--- src/rtl/clock_seq_pkg.sv ---
`default_nettype none
// ---------------------------------------------------------------------------
// clock_seq_pkg : mode/state encodings and rate-limit helper for clock_sequencer
// Revision: 1.0
// ---------------------------------------------------------------------------
package clock_seq_pkg;

  localparam int PRESC_W = 24;

  localparam logic [1:0] MODE_MANUAL = 2'b00;
  localparam logic [1:0] MODE_SLOW   = 2'b01;
  localparam logic [1:0] MODE_FAST   = 2'b10;
  localparam logic [1:0] MODE_MAX    = 2'b11;

  typedef enum logic [1:0] {
    HALTED = 2'd0,
    RUN    = 2'd1,
    BURST  = 2'd2
  } state_e;

  // Prescaler terminal value; the rate period is this value plus one.
  function automatic logic [PRESC_W-1:0] rate_limit(input logic [1:0] mode,
                                                    input logic [7:0] limit);
    if (mode == MODE_SLOW) return {limit, 16'h0000};
    return {16'h0000, limit};
  endfunction

endpackage
`default_nettype wire

--- src/rtl/clock_sequencer_if.sv ---
`default_nettype none
// ---------------------------------------------------------------------------
// clock_sequencer_if : run-control bus between board/debug controls and sequencer
// Revision: 1.0
// ---------------------------------------------------------------------------
interface clock_sequencer_if #(
  parameter int BURST_W = 16
);

  logic [1:0]         iMode;
  logic [7:0]         iLimit;
  logic               iStep;
  logic               iRun;
  logic               iBurst;
  logic [BURST_W-1:0] iBurstLen;
  logic               iHalt;
  logic               iBreak;
  logic               oTick;
  logic               oRunning;
  logic               oDone;
  logic [31:0]        oTickCount;

  modport master (
    output iMode, iLimit, iStep, iRun, iBurst, iBurstLen, iHalt, iBreak,
    input  oTick, oRunning, oDone, oTickCount
  );

  modport slave (
    input  iMode, iLimit, iStep, iRun, iBurst, iBurstLen, iHalt, iBreak,
    output oTick, oRunning, oDone, oTickCount
  );

endinterface
`default_nettype wire

--- src/rtl/step_conditioner.sv ---
`default_nettype none
// ---------------------------------------------------------------------------
// step_conditioner : synchronizes the manual step button and emits a one-cycle
// pulse per press. Optional debounce under STEP_DEBOUNCE_EN.
// Revision: 1.0
// ---------------------------------------------------------------------------
module step_conditioner #(
  parameter int SYNC_STAGES = 2
`ifdef STEP_DEBOUNCE_EN
  , parameter int DEBOUNCE_CYCLES = 65536
`endif
) (
  input  logic clk_i,
  input  logic rst_i,
  input  logic step_i,
  output logic step_pulse_o
);

  logic [SYNC_STAGES-1:0] sync_q;
  logic                   step_level;
  logic                   prev_q;
  logic                   pulse_q;

  always_ff @(posedge clk_i) begin
    if (rst_i) sync_q <= '0;
    else       sync_q <= {sync_q[SYNC_STAGES-2:0], step_i};
  end

`ifdef STEP_DEBOUNCE_EN
  localparam int DB_W = $clog2(DEBOUNCE_CYCLES + 1);

  logic [DB_W-1:0] db_cnt_q;
  logic            db_level_q;

  // The debounced level only follows the synchronized input after it has
  // held its new value for DEBOUNCE_CYCLES consecutive cycles.
  always_ff @(posedge clk_i) begin
    if (rst_i) begin
      db_cnt_q   <= '0;
      db_level_q <= 1'b0;
    end else if (sync_q[SYNC_STAGES-1] == db_level_q) begin
      db_cnt_q   <= '0;
    end else if (db_cnt_q == DB_W'(DEBOUNCE_CYCLES - 1)) begin
      db_cnt_q   <= '0;
      db_level_q <= sync_q[SYNC_STAGES-1];
    end else begin
      db_cnt_q   <= db_cnt_q + 1'b1;
    end
  end

  assign step_level = db_level_q;
`else
  assign step_level = sync_q[SYNC_STAGES-1];
`endif

  always_ff @(posedge clk_i) begin
    if (rst_i) begin
      prev_q  <= 1'b0;
      pulse_q <= 1'b0;
    end else begin
      prev_q  <= step_level;
      pulse_q <= step_level & ~prev_q;
    end
  end

  assign step_pulse_o = pulse_q;

endmodule
`default_nettype wire

--- src/rtl/clock_sequencer.sv ---
`default_nettype none
// ---------------------------------------------------------------------------
// clock_sequencer : CPU clock-enable generator with halt/run/burst/step control.
// Optional step debounce under STEP_DEBOUNCE_EN.
// Revision: 1.0
// ---------------------------------------------------------------------------
module clock_sequencer #(
  parameter int SYNC_STAGES = 2,
  parameter int BURST_W     = 16
`ifdef STEP_DEBOUNCE_EN
  , parameter int DEBOUNCE_CYCLES = 65536
`endif
) (
  input  logic              iClock,
  input  logic              iReset,
  clock_sequencer_if.slave  ctl
);

  import clock_seq_pkg::*;

  logic [1:0]         mode_q;
  logic [7:0]         limit_q;
  logic               cfg_chg_q;
  logic [PRESC_W-1:0] presc_q, presc_d;
  logic [PRESC_W-1:0] lim;
  state_e             state_q, state_d;
  logic [BURST_W-1:0] cnt_q, cnt_d;
  logic               tick_q, tick_d;
  logic               running_q;
  logic               done_q, done_now;
  logic               done_pend_q, done_pend_d;
  logic [31:0]        tick_count_q;
  logic               step_pulse;
  logic               rate_tick;
  logic               tick_src;
  logic               halt_req;
  logic               counting;

  step_conditioner #(
    .SYNC_STAGES(SYNC_STAGES)
`ifdef STEP_DEBOUNCE_EN
    , .DEBOUNCE_CYCLES(DEBOUNCE_CYCLES)
`endif
  ) u_step (
    .clk_i        (iClock),
    .rst_i        (iReset),
    .step_i       (ctl.iStep),
    .step_pulse_o (step_pulse)
  );

  assign lim      = rate_limit(mode_q, limit_q);
  assign halt_req = ctl.iHalt | ctl.iBreak;
  assign counting = (state_q != HALTED) && !cfg_chg_q &&
                    ((mode_q == MODE_SLOW) || (mode_q == MODE_FAST));

  // A freshly changed mode/limit never produces a rate tick in its first cycle.
  always_comb begin
    rate_tick = 1'b0;
    if (!cfg_chg_q) begin
      case (mode_q)
        MODE_MAX:             rate_tick = 1'b1;
        MODE_SLOW, MODE_FAST: rate_tick = (presc_q == lim);
        default:              rate_tick = 1'b0;
      endcase
    end
  end

  always_comb begin
    presc_d = '0;
    if (counting && (presc_q != lim)) presc_d = presc_q + 1'b1;
  end

  assign tick_src = ((state_q == HALTED) || (mode_q == MODE_MANUAL)) ? step_pulse : rate_tick;

  always_comb begin
    state_d     = state_q;
    cnt_d       = cnt_q;
    tick_d      = 1'b0;
    done_now    = 1'b0;
    done_pend_d = 1'b0;
    if (halt_req) begin
      // Stepping off a breakpoint stays possible while halted.
      state_d = HALTED;
      cnt_d   = '0;
      tick_d  = (state_q == HALTED) && step_pulse;
    end else if (ctl.iBurst) begin
      cnt_d = ctl.iBurstLen;
      if (ctl.iBurstLen == '0) begin
        state_d  = HALTED;
        done_now = 1'b1;
      end else begin
        state_d  = BURST;
      end
    end else if (ctl.iRun && (state_q != RUN)) begin
      state_d = RUN;
      cnt_d   = '0;
    end else begin
      tick_d = tick_src;
      if (tick_src && (state_q == BURST)) begin
        cnt_d = cnt_q - 1'b1;
        if (cnt_q == BURST_W'(1)) begin
          state_d     = HALTED;
          done_pend_d = 1'b1;
        end
      end
    end
  end

  always_ff @(posedge iClock) begin
    if (iReset) begin
      mode_q       <= MODE_MANUAL;
      limit_q      <= '0;
      cfg_chg_q    <= 1'b0;
      presc_q      <= '0;
      state_q      <= HALTED;
      cnt_q        <= '0;
      tick_q       <= 1'b0;
      running_q    <= 1'b0;
      done_q       <= 1'b0;
      done_pend_q  <= 1'b0;
      tick_count_q <= '0;
    end else begin
      mode_q       <= ctl.iMode;
      limit_q      <= ctl.iLimit;
      cfg_chg_q    <= (ctl.iMode != mode_q) || (ctl.iLimit != limit_q);
      presc_q      <= presc_d;
      state_q      <= state_d;
      cnt_q        <= cnt_d;
      tick_q       <= tick_d;
      running_q    <= (state_d != HALTED);
      done_q       <= done_now | done_pend_q;
      done_pend_q  <= done_pend_d;
      tick_count_q <= tick_count_q + {31'b0, tick_d};
    end
  end

  assign ctl.oTick      = tick_q;
  assign ctl.oRunning   = running_q;
  assign ctl.oDone      = done_q;
  assign ctl.oTickCount = tick_count_q;

endmodule
`default_nettype wire

--- src/flat_wrapper.sv ---
// flat-port wrapper written by rule: the top's interface ports become plain ports
module clock_sequencer_flat import clock_seq_pkg::*;
#(
  parameter int SYNC_STAGES = 2,
  parameter int BURST_W     = 16

)
  (iClock, iReset, ctl_iMode, ctl_iLimit, ctl_iStep, ctl_iRun, ctl_iBurst, ctl_iBurstLen, ctl_iHalt, ctl_iBreak, ctl_oTick, ctl_oRunning, ctl_oDone, ctl_oTickCount);
  clock_sequencer_if #(.BURST_W(BURST_W)) ctl_i ();
  input  logic iClock;
  input  logic iReset;
  input wire logic [$bits(ctl_i.iMode)-1:0] ctl_iMode;
  input wire logic [$bits(ctl_i.iLimit)-1:0] ctl_iLimit;
  input wire logic [$bits(ctl_i.iStep)-1:0] ctl_iStep;
  input wire logic [$bits(ctl_i.iRun)-1:0] ctl_iRun;
  input wire logic [$bits(ctl_i.iBurst)-1:0] ctl_iBurst;
  input wire logic [$bits(ctl_i.iBurstLen)-1:0] ctl_iBurstLen;
  input wire logic [$bits(ctl_i.iHalt)-1:0] ctl_iHalt;
  input wire logic [$bits(ctl_i.iBreak)-1:0] ctl_iBreak;
  output wire logic [$bits(ctl_i.oTick)-1:0] ctl_oTick;
  output wire logic [$bits(ctl_i.oRunning)-1:0] ctl_oRunning;
  output wire logic [$bits(ctl_i.oDone)-1:0] ctl_oDone;
  output wire logic [$bits(ctl_i.oTickCount)-1:0] ctl_oTickCount;
  assign ctl_i.iMode = ctl_iMode;
  assign ctl_i.iLimit = ctl_iLimit;
  assign ctl_i.iStep = ctl_iStep;
  assign ctl_i.iRun = ctl_iRun;
  assign ctl_i.iBurst = ctl_iBurst;
  assign ctl_i.iBurstLen = ctl_iBurstLen;
  assign ctl_i.iHalt = ctl_iHalt;
  assign ctl_i.iBreak = ctl_iBreak;
  assign ctl_oTick = ctl_i.oTick;
  assign ctl_oRunning = ctl_i.oRunning;
  assign ctl_oDone = ctl_i.oDone;
  assign ctl_oTickCount = ctl_i.oTickCount;
  clock_sequencer #(.SYNC_STAGES(SYNC_STAGES), .BURST_W(BURST_W)) u_core (.iClock(iClock), .iReset(iReset), .ctl(ctl_i));
endmodule
--- config.mk ---
export PLATFORM = sky130hd
export DESIGN_NAME = clock_sequencer_flat
export DESIGN_NICKNAME = d
export VERILOG_FILES = /design/src/rtl/clock_seq_pkg.sv /design/src/rtl/clock_sequencer_if.sv /design/src/rtl/step_conditioner.sv /design/src/rtl/clock_sequencer.sv /design/src/flat_wrapper.sv
export SDC_FILE = /design/constraint.sdc
export NUM_CORES = 1
export LEC_CHECK = 0
export BUFFER_PORTS_ARGS = -buffer_cell sky130_fd_sc_hd__buf_4
export CAP_MARGIN = 20
export CORE_MARGIN = 2
export CORE_UTILIZATION = 57
export CTS_CLUSTER_DIAMETER = 200
export DETAILED_ROUTE_END_ITERATION = 8
export GPL_TIMING_DRIVEN = 0
export MAX_ROUTING_LAYER = met4
export PLACE_DENSITY_LB_ADDON = 0.25
export SYNTH_ARGS = -nofsm -noshare
export SYNTH_HDL_FRONTEND = slang
export SYNTH_HIERARCHICAL = 1
export SYNTH_SLANG_ARGS = --single-unit
--- constraint.sdc ---
create_clock -name iClock -period 4.7 [get_ports iClock]
set_input_delay 0.47 -clock iClock [delete_from_list [all_inputs] [get_ports iClock]]
set_output_delay 0.47 -clock iClock [all_outputs]
set_load 0.1 [all_outputs]
Word-level counts from Yosys, hierarchy flattened:

Cells that the tools add are included.

* output and inout bits: 35
* bits in registers: 93
* input bits: 33

* mux-type cells: 22
* eq/ne operators: 10
* reductions and logical operators: 20
* add/subtract/negate cells: 3
* bitwise operators: 6

Operators by type and width (count)
* 16-bit 2-to-1 mux: 3
* 24-bit 2-to-1 mux: 2
* 32-bit by 1-bit adder with 32-bit output: 1
* 24-bit by 1-bit adder with 24-bit output (second input constant): 1
* 24-bit equality test: 1
* 24-bit inequality test: 1
* 16-bit by 1-bit equality test with 1-bit output (second input constant): 1
* 16-bit logical NOT: 1
* 16-bit by 1-bit subtractor with 16-bit output (second input constant): 1
* 2-bit 2-to-1 mux: 6
* 1-bit 2-to-1 mux: 10
* 8-bit inequality test: 1
* 2-bit equality test (second input constant): 3
* 1-bit logical AND: 6
* 2-bit OR reduction: 3
* 5-bit OR reduction: 1
* 2-bit logical NOT: 2
* 2-bit nonzero test: 2
* 1-bit logical OR: 3
* 1-bit NOT: 3
* 3-bit nonzero test: 1
* 2-bit by 1-bit equality test with 1-bit output (second input constant): 1
* 2-bit by 1-bit inequality test with 1-bit output (second input constant): 1
* 2-bit inequality test: 1
* 4 further kinds: 5

Depth between registers and ports, before layout:

* depth in word-level cells: 13
* depth in mapped cells: 18
* depth with buffers taken out: 16

Cells and area by module:

The synthesis kept the hierarchy.

Modules (own cells, without submodules)
* clock_sequencer: sequential area each 1781.7 µm², cells an instance 553, times used 1, area each 4648.2 µm²
* step_conditioner: sequential area each 80.1 µm², cells an instance 8, times used 1, area each 111.4 µm²

Least setup slack after synthesis:

No wires, ideal clock.

* kind: register -> register
* from: register u_core.mode_q[1]
* to: register u_core.tick_count_q[31], in the netlist u_core/ctl.oTickCount[31]
* path buffers: 2
* setup time: 0.070 ns
* cell stages (with the launch flop): 18
* clock period less this slack: 3.614 ns
* slack: 1.086 ns
* data arrival time: 3.543 ns
* data required time: 4.630 ns
* path through: dfxtp_1 > inv_1 > ha_1 > buf_4 > nand2b_1 > xnor2_1 > a2111oi_2 > nand4_4 > o21ai_2 > o2bb2ai_1 > ha_1 > and3_1 > clkbuf_1 > nand2_1 > nor4_4 > nand2_1 > or3_1 > a21oi_1

* word-level cells in the longest chain between the ends: 11

Ends and longest elaborated chain
* start: declaration: line clock_sequencer.sv:21 `logic [1:0] mode_q;`
* start signal: assignment: line clock_sequencer.sv:123 `mode_q <= ctl.iMode;`
* 2-bit by 1-bit equality test with 1-bit output: line clock_seq_pkg.sv:24, clock_sequencer.sv:60
* 1-bit 2-to-1 mux: line clock_seq_pkg.sv:24 `if (mode == MODE_SLOW) return {limit, 16'h0000};`
* 24-bit 2-to-1 mux: line clock_seq_pkg.sv:25 `return {16'h0000, limit};`
* 24-bit equality test: line clock_sequencer.sv:62 `MODE_SLOW, MODE_FAST: rate_tick = (presc_q == lim);`
* 1-bit case mux with 2 select lines: line clock_sequencer.sv:60 `case (mode_q)`
* 1-bit 2-to-1 mux: line clock_sequencer.sv:59 `if (!cfg_chg_q) begin`
* 1-bit 2-to-1 mux *: line clock_sequencer.sv:73 `assign tick_src = ((state_q == HALTED) || (mode_q == MODE_MANUAL)) ? step_pulse : rate_tick;`
* 1-bit 2-to-1 mux *: line clock_sequencer.sv:94 `end else if (ctl.iRun && (state_q != RUN)) begin`
* 1-bit 2-to-1 mux *: line clock_sequencer.sv:86 `end else if (ctl.iBurst) begin`
* 1-bit 2-to-1 mux *: line clock_sequencer.sv:81 `if (halt_req) begin`
* net u_core.tick_d: line clock_sequencer.sv:28 `logic tick_q, tick_d;`
* 32-bit by 1-bit adder with 32-bit output *: line clock_sequencer.sv:133 `tick_count_q <= tick_count_q + {31'b0, tick_d};`
* end signal: assignment: line clock_sequencer.sv:133
* end: declaration: line clock_sequencer.sv:32 `logic [31:0] tick_count_q;`

Mark *: on every way through the listed nets, which the timed path passes. The rest lies on a longest branch.
A chain may end at the register's enable or synchronous reset.

Worst setup path in the final report:

Same ends and word-level chain as after synthesis.

==> results.json <==
{
  "status": "finished, final reports clean",
  "holdPathEnd": "u_core/u_step/step_pulse_o",
  "cts_tree": "built",
  "finalSetupTns_ns": 0,
  "overflow": 0,
  "rows": 33,
  "synth_fp_nets": 603,
  "finalWirelength_um": 11500,
  "dieArea_um2": 9100,
  "skew_ns": 0.0195,
  "grt_pass1_vias": 4034,
  "io_pins": 68,
  "cts-buffers-inserted": 9,
  "drtIter0Drc": 281,
  "setup_violations": 0,
  "pwr-share-seq_pct": 53.4,
  "via_per_inst": 5.85,
  "slowest_delay_ns": 0.41,
  "cp-start-kind": "register",
  "initial_core_util_pct": 58.2,
  "synth_area_per_cell_um2": 8.48,
  "min_from": "iReset",
  "synth.distinct_cells": 61,
  "r2r_start": "u_core/mode_q[1]",
  "yosysTopAreaCell": "dfxtp_1",
  "clock_path_buffers": 2,
  "hold_buffers": 0,
  "ant_nets": 0,
  "seq_area_frac_synth_pct": 39.1,
  "hpwlAfterDp_um": 8260,
  "fin_crit_ns": 4.24,
  "grt_first_pass_wirelength_um": 18600,
  "preCtsSetupSlack_ns": 0.448,
  "comb_power_share_pct": 10.5,
  "postCtsResizedCells": 0,
  "critical-path-top-delay-family": "simple AND/OR/NAND/NOR gates",
  "synthTopCellsByArea": "dfxtp_1 39%, xor2_1 6.6%, nor2_1 5.5%",
  "slew_headroom_pct": 61.9,
  "synthTopCellsByCount": "93 x dfxtp_1, 70 x nor2_1, 40 x nand2_1, 39 x nand3_1, 36 x xor2_1",
  "via_count": 4383,
  "die_w_um": 95.4,
  "power_per_cell_area_nw_per_um2": 271,
  "netlist_area_um2": 4760,
  "p_sw_uw": 407,
  "seq_area_um2": 1860,
  "portBuffers": 67,
  "yosysMostFrequentCell": "dfxtp_1",
  "drt_pass1_iterations": 5,
  "clkPwrFrac_pct": 36.2,
  "reg2reg_slack_ns": 0.46,
  "fmax_mhz": 236,
  "yosys_register_bits": 93,
  "multi_input_area_um2": 2750,
  "yosysTopAreaCellShare_pct": 39.1,
  "critical_path_arrival_ns": 4.55,
  "postCtsSetupBuffers": 0,
  "cp_slowest_cell": "a2111oi_2",
  "finalNonFillerCells": 749,
  "postSynthCellCount": 561,
  "synth-main-ff-cell": "dfxtp_1",
  "synth_edf_count": 0,
  "maxSlewViolCount": 0,
  "gp_congestion": 0.946,
  "grt_max_degree": 17,
  "min_path_type": "input pin to register",
  "insertion_delay_ns": 0.38,
  "drv_cap": 0,
  "path_clk_slew_ns": 0.09,
  "area_delta_synth_final_pct": 17.6,
  "layout_setup_ws_ns": 0.458,
  "worst-path-max-fanout": 10,
  "power.leakage_uw": 0.00213,
  "track_usage_pct": 26.9,
  "diodes": 0,
  "switching_share_pct": 26.7,
  "hold_viol": 0,
  "num-fill-cells": 680,
  "drive_gt1_share_pct": 16.9,
  "path_cells": "inv_1 > ha_1 > buf_4 > nand2b_1 > xnor2_1 > a2111oi_2 > nand4_4 > o21ai_4 > o2bb2ai_1 > ha_1 > and3_1 > clkbuf_1 > nand2_1 > nor4_4 > nand2_1 > or3_1 > a21oi_1",
  "grt_setup_unrepaired": "no",
  "synthArstFlopShare_pct": 0,
  "die-height_um": 95.4,
  "post-route-period-util_pct": 90.3,
  "r2r_end": "u_core/ctl.oTickCount[31]",
  "dp.cells": 733,
  "worstHoldPathCells": 2,
  "ctsHtreeMaxLevel": 3,
  "worst_slew_pin_slew_ns": 0.567,
  "ff2ff_path_depth": 17,
  "crit_required_ns": 5.00,
  "vdd_drop_max_mv": 0.134,
  "critical_path_class": "register to register",
  "internal_power_uw": 1110,
  "endpoint_kind": "register",
  "yosys_warnings": 6,
  "clockRootBuffer": "clkbuf_8",
  "nNetsFinal": 681,
  "cts_sinks": 93,
  "route.detailed.drc": 0,
  "cp_num_buf_inv": 3,
  "antenna_found_initial": 0,
  "drt-wirelength-per-cell_um": 15.4,
  "core-area_um2": 8180
}
[sequential cells by signal (all words and copies together), names as in the netlist, 2 cells and up]
name                   cells
u_core/u_step/sync_q       2
u_core/ctl.oTickCount     32
u_core/state_q             2
u_core/limit_q             8
u_core/cnt_q              16
u_core/presc_q            24
u_core/mode_q              2
[kinds of logic after synthesis]
group	Yosys count	share of synthesized area [%]
flops	93	39.1
buf+inv	36	3.31
xor+xnor	62	11.4
fa+ha+maj	9	2.37
compound gates	97	14.2
simple gates	264	29.5
[area by class of cell]
cell class              instances  share of cell area, %
plain buffers                  22                   1.88
clock buffers                   9                   2.21
clock inverters                 7                   1.32
inverters                      14                  0.939
multi-input cells             432                   49.1
flip-flops and latches         93                   33.3
well taps                     105                   2.35
repair buffers                 67                   8.98
[routing by layer]
layer | GRT usage, % | vias to the layer above | part of all wire (%)
met4 | 9.88 | 0 | 1.6
met2 | 42.5 | 139 | 47
met1 | 33.7 | 2069 | 45
li1 | - | 2153 | -
met3 | 6.17 | 22 | 6.1
met5 | - | - | 0
[how the worst max path moves through the flow]
stage / from / to / slack (ns) / depth (start not counted)
2_1_floorplan: u_core/mode_q[1] / u_core/ctl.oTickCount[31] / 1.09 / 17
3_3_place_gp: u_core/mode_q[1] / u_core/ctl.oTickCount[31] / 0.52 / 17
3_5_place_dp: u_core/mode_q[1] / u_core/ctl.oTickCount[31] / 0.45 / 17
4_1_cts: u_core/mode_q[1] / u_core/ctl.oTickCount[31] / 0.40 / 17
5_1_grt: u_core/mode_q[1] / u_core/ctl.oTickCount[31] / 0.10 / 17
6_report: u_core/mode_q[1] / u_core/ctl.oTickCount[31] / 0.46 / 17
[metrics by stage]
stage / total power [uW] / instance area [um^2] / hold WS [ns] / util, %
floorplan: 928 / 4760 / 0.387 / -
global placement: 979 / 5390 / 0.401 / 66.0
detailed placement: 984 / 5390 / 0.410 / 66.0
CTS: 1520 / 5590 / 0.294 / 68.4
global route: 1570 / 5600 / 0.303 / 68.5
finish: 1520 / 5600 / 0.312 / 68.5
[power by group through the flow]
| stage | clock network, uW | logic (uW) | registers (uW) |
|---|---|---|---|
| after CTS | 556 | 156 | 810 |
| final | 550 | 159 | 811 |
| after detailed placement | 0 | 156 | 828 |
| after floorplan | 0 | 96.5 | 831 |
| after global routing | 586 | 174 | 813 |
| after global placement | 0 | 152 | 828 |
[cells in the final DEF (no fill, tap or decap), drive strengths merged, types with 5 or more instances in the layout]
| cell | count |
|---|---|
| dfxtp | 93 |
| a21oi | 24 |
| or3 | 10 |
| o21ai | 31 |
| xor2 | 36 |
| clkbuf | 20 |
| ha | 9 |
| xnor2 | 26 |
| nor3 | 15 |
| nor3b | 5 |
| nor2 | 70 |
| nand4 | 13 |
| inv | 15 |
| buf | 78 |
| a31oi | 6 |
| o221a | 7 |
| nor2b | 21 |
| and3 | 15 |
| nand3 | 39 |
| and4 | 7 |
| nor4 | 14 |
| nand2 | 40 |
Note: power is estimated with default switching activity, not from simulation.
